$ cat src/rtl/riscv_pipe_ctrl.sv
// Pipeline hazard controller: memory freeze, multi-cycle mul/div, branch flush,
// load-use interlock and a saturating count of PC-stall cycles.
module riscv_pipe_ctrl #(
    parameter int unsigned MULDIV_CYCLES = 4,
    parameter int unsigned CNT_W         = 32
) (
    input  logic        i_clk,
    input  logic        i_rstn,
    input  logic        i_dmem_req,
    input  logic        i_dmem_ready,
    input  logic        i_muldiv_start,
    input  logic        i_branch_taken,
    input  logic        i_load_use,
    input  logic        i_cnt_clr,
    output logic        o_stall_pc,
    output logic        o_stall_ifid,
    output logic        o_stall_idex,
    output logic        o_stall_exmem,
    output logic        o_stall_memwb,
    output logic        o_flush_ifid,
    output logic        o_flush_idex,
    output logic        o_flush_exmem,
    output logic        o_muldiv_done,
    output logic        o_busy,
    output logic [31:0] o_stall_cnt
);

    typedef enum logic {StRun, StMuldiv} state_e;

    // The start cycle is the first EX cycle, so MULDIV is entered with one cycle already spent.
    localparam bit         SingleCycle = (MULDIV_CYCLES == 1);
    localparam logic [7:0] LoadVal     = (MULDIV_CYCLES >= 2) ? 8'(MULDIV_CYCLES - 2) : 8'd0;

    state_e           state_q, state_d;
    logic [7:0]       cnt_q, cnt_d;
    logic [CNT_W-1:0] stall_cnt_q, stall_cnt_d;

    logic freeze;
    logic md_stall;
    logic st_pc, st_ifid, st_idex, st_exmem, st_memwb;
    logic fl_ifid, fl_idex, fl_exmem, done;

    assign freeze = i_dmem_req & ~i_dmem_ready;

    always_comb begin
        state_d  = state_q;
        cnt_d    = cnt_q;
        md_stall = 1'b0;
        st_pc    = 1'b0;
        st_ifid  = 1'b0;
        st_idex  = 1'b0;
        st_exmem = 1'b0;
        st_memwb = 1'b0;
        fl_ifid  = 1'b0;
        fl_idex  = 1'b0;
        fl_exmem = 1'b0;
        done     = 1'b0;
        if (freeze) begin
            st_pc    = 1'b1;
            st_ifid  = 1'b1;
            st_idex  = 1'b1;
            st_exmem = 1'b1;
            st_memwb = 1'b1;
        end else begin
            unique case (state_q)
                StRun: begin
                    if (i_muldiv_start) begin
                        if (SingleCycle) begin
                            done = 1'b1;
                        end else begin
                            md_stall = 1'b1;
                            state_d  = StMuldiv;
                            cnt_d    = LoadVal;
                        end
                    end else if (i_branch_taken) begin
                        fl_ifid = 1'b1;
                        fl_idex = 1'b1;
                    end else if (i_load_use) begin
                        st_pc   = 1'b1;
                        st_ifid = 1'b1;
                        fl_idex = 1'b1;
                    end
                end
                StMuldiv: begin
                    if (cnt_q == 8'd0) begin
                        done    = 1'b1;
                        state_d = StRun;
                    end else begin
                        md_stall = 1'b1;
                        cnt_d    = cnt_q - 8'd1;
                    end
                end
                default: state_d = StRun;
            endcase
            if (md_stall) begin
                st_pc    = 1'b1;
                st_ifid  = 1'b1;
                st_idex  = 1'b1;
                fl_exmem = 1'b1;
            end
        end
    end

    // Reset forces every control output low, independent of state.
    assign o_stall_pc    = st_pc & i_rstn;
    assign o_stall_ifid  = st_ifid & i_rstn;
    assign o_stall_idex  = st_idex & i_rstn;
    assign o_stall_exmem = st_exmem & i_rstn;
    assign o_stall_memwb = st_memwb & i_rstn;
    assign o_flush_ifid  = fl_ifid & i_rstn;
    assign o_flush_idex  = fl_idex & i_rstn;
    assign o_flush_exmem = fl_exmem & i_rstn;
    assign o_muldiv_done = done & i_rstn;
    assign o_busy        = (state_q == StMuldiv) & i_rstn;

    always_comb begin
        stall_cnt_d = stall_cnt_q;
        if (i_cnt_clr) begin
            stall_cnt_d = '0;
        end else if (st_pc && (stall_cnt_q != '1)) begin
            stall_cnt_d = stall_cnt_q + CNT_W'(1);
        end
    end

    assign o_stall_cnt = 32'(stall_cnt_q);

    always_ff @(posedge i_clk or negedge i_rstn) begin
        if (!i_rstn) begin
            state_q     <= StRun;
            cnt_q       <= 8'd0;
            stall_cnt_q <= '0;
        end else begin
            state_q     <= state_d;
            cnt_q       <= cnt_d;
            stall_cnt_q <= stall_cnt_d;
        end
    end

endmodule
$ cat config.mk
export PLATFORM = sky130hd
export DESIGN_NAME = riscv_pipe_ctrl
export DESIGN_NICKNAME = d
export VERILOG_FILES = /design/src/rtl/riscv_pipe_ctrl.sv
export SDC_FILE = /design/constraint.sdc
export NUM_CORES = 1
export LEC_CHECK = 0
export CAP_MARGIN = 20
export CORE_ASPECT_RATIO = 1.5
export CORE_MARGIN = 2
export CORE_UTILIZATION = 45
export CTS_CLUSTER_SIZE = 30
export DETAILED_ROUTE_END_ITERATION = 10
export PLACE_DENSITY = 0.71
export SLEW_MARGIN = 20
export SYNTH_ARGS = -nofsm -noshare
export SYNTH_HDL_FRONTEND = slang
export SYNTH_SLANG_ARGS = --single-unit
$ cat constraint.sdc
create_clock -name i_clk -period 7.15 [get_ports i_clk]
set_clock_uncertainty 0.1 [all_clocks]
set_input_delay 1.43 -clock i_clk [delete_from_list [all_inputs] [get_ports i_clk]]
set_output_delay 1.43 -clock i_clk [all_outputs]
set_load 0.02 [all_outputs]
==> results of run 1 <==
==> registers in the layout, summed over array words and instances (netlist names) <==
signal / flops
o_stall_cnt: 32
cnt_q: 8
state_q: 1
==> cell families (layout without fill, tap and decap cells) <==
kind of cell | Yosys count | count (layout) | synth area share
flops | 41 | 41 | 0.405
buf+inv | 25 | 71 | 0.0455
simple gates | 124 | 124 | 0.304
compound gates | 76 | 76 | 0.195
fa+ha+maj | 3 | 3 | 0.0148
mux | 8 | 8 | 0.0351
==> metrics by stage <==
step           hold WS (ns)  cells
4_1_cts               0.405    393
2_1_floorplan         0.362    277
5_1_grt               0.459    393
3_5_place_dp          0.394    385
6_report              0.404    393
3_3_place_gp          0.400    385
==> cell type report <==
class                      instances  area share
multi-input combinational        211       0.438
sequential                        41       0.323
timing repair buffer              53       0.162
tap                               70      0.0276
clock buffer                       7      0.0272
inverter                          10      0.0118
clock inverter                     1     0.00946
==> routing by layer <==
| layer | up-vias | share of wire | track usage |
|---|---|---|---|
| met1 | 1142 | 0.42 | 0.257 |
| met3 | 4 | 0.029 | 0.0257 |
| met2 | 48 | 0.54 | 0.399 |
| met5 | - | 0 | 0 |
| li1 | 1129 | - | - |
| met4 | 0 | 0.0083 | 0.0556 |
==> power groups by stage <==
stage	Sequential (mW)	Combinational [mW]	Clock (mW)
finish	0.286	0.168	0.194
global route	0.292	0.192	0.206
CTS	0.286	0.170	0.197
detailed placement	0.290	0.169	0
global placement	0.290	0.165	0
floorplan	0.285	0.117	0
==> Yosys cell counts, types with 2 or more instances <==
library cell,count,area [sq um]
a21oi_1,22,110
a22o_1,2,17.5
and2_1,5,31.3
buf_2,5,25.0
buf_4,4,30.0
clkbuf_1,6,22.5
dfrtp_1,41,1030
ha_1,3,37.5
inv_1,10,37.5
mux2_1,7,78.8
nand2_1,20,75.1
nand3_1,9,45.0
nand3_2,2,20.0
nand4_1,5,31.3
nor2_1,24,90.1
nor2b_1,10,62.6
nor3_1,2,10.0
nor4_1,7,43.8
nor4_4,2,42.5
nor4b_1,2,17.5
nor4b_2,2,30.0
o211ai_1,3,22.5
o21a_1,2,15.0
o21ai_0,18,90.1
o21ai_1,3,15.0
o31a_1,2,17.5
o31ai_1,14,105
o41ai_1,4,35.0
or3_1,11,68.8
or4_1,11,82.6
or4b_1,3,30.0
==> layout by cell type (no fill, tap or decap), types with 4 or more instances in the layout <==
master,count
clkdlybuf4s50_1,48
dfrtp_1,41
nor2_1,24
a21oi_1,22
nand2_1,20
o21ai_0,18
o31ai_1,14
or3_1,11
or4_1,11
inv_1,10
nor2b_1,10
nand3_1,9
nor4_1,7
mux2_1,7
clkbuf_8,6
and2_1,5
nand4_1,5
o41ai_1,4
buf_4,4
==> how the worst max path moves through the flow <==
| stage | startpoint | to | slack, ns | cells past startpoint |
|---|---|---|---|---|
| finish | i_dmem_req | o_stall_pc | 2.18 | 7 |
| global route | i_dmem_req | o_stall_ifid | 2.04 | 7 |
| CTS | i_dmem_req | o_stall_pc | 2.18 | 7 |
| detailed placement | i_dmem_req | o_stall_pc | 2.19 | 7 |
| global placement | i_dmem_req | o_stall_ifid | 2.20 | 7 |
| floorplan | i_muldiv_start | o_stall_pc | 2.80 | 7 |
==> impl_metrics.ini, run 1 <==
[setup_path]
cp-end-kind = primary output
critPathRequiredTime_ns = 5.62
critPathMaxFanout = 31
crit_family = buffers and inverters
r2r-end = o_stall_cnt[11]
crit_type = in2out
reg2reg_depth = 6
crit_path_max_incr_delay_ns = 0.62
rrSetupSlack_ns = 4.70
critPathLaunchType = primary input
worst-path-buf-inv = 3
cp_cell_sequence = clkdlybuf4s50_1 -> nor2b_1 -> a31o_2 -> nor2_2 -> buf_4 -> nor2b_1 -> clkdlybuf4s50_1
crit_slowest_cell = clkdlybuf4s50_1
critPathArrivalTime_ns = 3.44
timing.rr.start = state_q

[power_and_ir_drop]
cellLeakagePower_nw = 1.20
power_switching_uw = 208
p_clk_frac = 0.299
peakVddDrop_uv = 110
netSwitchingFraction = 0.321
p_int_uw = 439
sequentialPowerShare = 0.442
power.density_nw_per_um2 = 204
finalPower_uw = 647
pwr-share-comb = 0.259

[hold_path]
hold_path_class = reg2reg
hold_depth = 1
hp-start = cnt_q[6]
min_to = cnt_q[6]

[floorplan]
start_util = 0.465
row_count = 33
pin_count = 50
die_area_sq_um = 6260
fp.coreArea_sq_um = 5450
die_w_um = 65.3
die_h_um = 95.9

[timing]
tightest_slew_ns = 0.722
setup_violations = 0
slew_headroom = 0.515
maxSlewViolCount = 0
setup_ws_ns = 2.18
fmax_ghz = 0.201
hold_violations = 0
tns_ns = 0
post-route-min-period_ns = 4.97
rsz0062_at_grt = false
fin_crit_sh = 0.695

[layout]
drive_gt1_frac = 0.0805
diodes = 0
fin_area_sq_um = 3170
postLayoutCoreUtil = 0.582
regArea_sq_um = 1030
area_growth_pct = 25.3
fillCellCount = 523
multiInputGateArea_sq_um = 1390
fin_nets = 333

[cts]
cts.htree.levels = 2
clk_pin_slew_ns = 0.08
cts_tree = yes
cts_setup_buffers = 0
clock_latency_ns = 0.29
cts-root-buf = clkbuf_8
clock_sinks = 41
cts_buffers = 5
cts_hold_buffers = 0
cts_buffer_depth = 2
cts_resized = 0

[logic_synthesis]
ys_types = 47
ys_warn_count = 0
synthArstFlopShare = 1.00
syn_area_sq_um = 2530
synth_edf_count = 0
synth_area_per_cell_sq_um = 9.14
ys_ff_latch = 41
ys.flop_type = dfrtp_1
yosysSeqAreaShare = 0.405
syn_nets = 288
synthCells = 277

[route]
antenna_left = 0
vias_per_cell = 5.91
drtIter0Drc = 150
drt_pre_antenna_iters = 4
routed_wirelength_um = 6150
vias = 2323
drc = 0
wl_per_cell_um = 15.6

[placement]
dp_slack_ns = 2.19
hpwl_um = 4430
post_dp_cell_area_sq_um = 3060
gp_congestion = 0.748
io_buffers = 49

[global_route]
antenna_found_initial = 0
grt_pass1_wl_um = 10600
gr-usage-all-layers = 0.213
grt_start_max_net_pins = 40
grt_overflow_total = 0
first_global_vias = 2203

[flow_run]
max_cap_violations = 0

[run_status]
outcome = finished, final reports clean
No activity file was read; power rests on OpenSTA's default activity.
==> run 2, diff against run 1 <==
- PLACE_DENSITY: 0.71 -> 0.74
- clock period: 7.15 -> 4.39 ns (I/O delays scaled with it)
==> run 2 against run 1 <==
Die area is the same. Hold slack lost 0.018 ns. Final cell count is the same. Highest routed layer unchanged. Setup slack lost 1.5 ns. Largest cell class unchanged. First-iteration DRC count shrank 32%. Largest power group unchanged. Global-route usage shrank 0.37 points. Critical endpoint unchanged. Routed wire length grew 1.1%. Utilization shrank 0.50 points. Clock power grew 20%. Non-clock buffer count grew 2. Critical path type unchanged.
==> impl_metrics.ini, run 2 (synthesis results as in run 1) <==
[placement]
post_dp_cell_area_sq_um = 3070
dpl.cell_count = 387
dp_slack_ns = 0.710
hpwl_um = 4510
io_buffers = 49
gp_congestion = 0.755

[cts]
clock_sinks = 41
cts.htree.levels = 2
cts_resized = 0
cts-root-buf = clkbuf_8
clk_pin_slew_ns = 0.07
cts_setup_buffers = 0
clock_latency_ns = 0.30
cts_hold_buffers = 0
cts_buffers = 5
cts_tree = yes
cts_buffer_depth = 2

[hold_path]
hold_path_class = in2async

[global_route]
gr-usage-all-layers = 0.210
grt_start_max_net_pins = 31
grt_pass1_wl_um = 10300
antenna_found_initial = 0
first_global_vias = 2154
grt_overflow_total = 0

[route]
antenna_left = 0
drc = 0
drt_pre_antenna_iters = 4
wl_per_cell_um = 15.8
vias = 2358
drtIter0Drc = 102
vias_per_cell = 6.00
routed_wirelength_um = 6220

[layout]
diodes = 0
drive_gt1_frac = 0.0836
largest_register_ffs = 32
postLayoutCoreUtil = 0.577
fin_area_sq_um = 3150
area_growth_pct = 24.3
final_common_cell = clkdlybuf4s50_1
final_cell_mix = clkdlybuf4s50_1, dfrtp_1, nor2_1, a21oi_1, nand2_1
fin_nets = 335
layoutNonFillerInstCount = 393

[timing]
maxSlewViolCount = 0
fmax_ghz = 0.272
slew_headroom = 0.420
hold_violations = 0
post-route-min-period_ns = 3.68
setup_violations = 0
hold_slack_ns = 0.386
rsz0062_at_grt = false
fin_crit_sh = 0.838
tightest_slew_ns = 0.869
setup_ws_ns = 0.713
tns_ns = 0

[setup_path]
critPathArrivalTime_ns = 2.70
worst-path-buf-inv = 2
critPathLaunchType = primary input
crit_slowest_cell = clkdlybuf4s50_1
crit_type = in2out
crit_family = buffers and inverters
cp-end-kind = primary output
crit_path_max_incr_delay_ns = 0.63
cp_cell_sequence = clkdlybuf4s50_1 -> nor2b_1 -> a31o_2 -> nor2_2 -> nor2b_1 -> clkdlybuf4s50_1
critPathMaxFanout = 5
rrSetupSlack_ns = 1.63
critPathRequiredTime_ns = 3.41

[floorplan]
fp.coreArea_sq_um = 5450
die_area_sq_um = 6260
die_w_um = 65.3
die_h_um = 95.9
pin_count = 50
start_util = 0.465
row_count = 33

[power_and_ir_drop]
cellLeakagePower_nw = 1.20
power.density_nw_per_um2 = 309
finalPower_uw = 973
peakVddDrop_uv = 191

[flow_run]
max_cap_violations = 0

[run_status]
outcome = finished, final reports clean
-- run 2: final cells by class --
| type | instances | area [sq um] |
|---|---|---|
| fill | 518 | 2300 |
| multi-input combinational | 211 | 1390 |
| timing repair buffer | 55 | 531 |
| tap | 70 | 87.6 |
| clock inverter | 1 | 5.00 |
| sequential | 41 | 1030 |
| clock buffer | 5 | 68.8 |
| inverter | 10 | 37.5 |
-- run 2: report_power, final --
group | internal, mW | switching, mW
sequential | 0.415 | 0.0521
combinational | 0.115 | 0.158
clock | 0.105 | 0.128
-- run 2: metal layers --
layer  GRT usage  wire, um  part of all wire
met4      0.0694        94             0.015
met1       0.251      2580              0.41
met2       0.374      3280              0.53
met3      0.0421       267             0.043
met5           0         0                 0
-- run 2: path summary, 6_finish.rpt --
check | start | end | depth (start not counted)
worst max-delay path | i_dmem_req | o_stall_pc | 6
worst min-delay path | i_rstn | cnt_q[1] | 1
worst max register to register | o_stall_cnt[0] | o_stall_cnt[3] | 7
worst min register to register | cnt_q[6] | cnt_q[6] | 1
max in group asynchronous | i_rstn | o_stall_cnt[17] | 2
min in group i_clk | cnt_q[6] | cnt_q[6] | 1
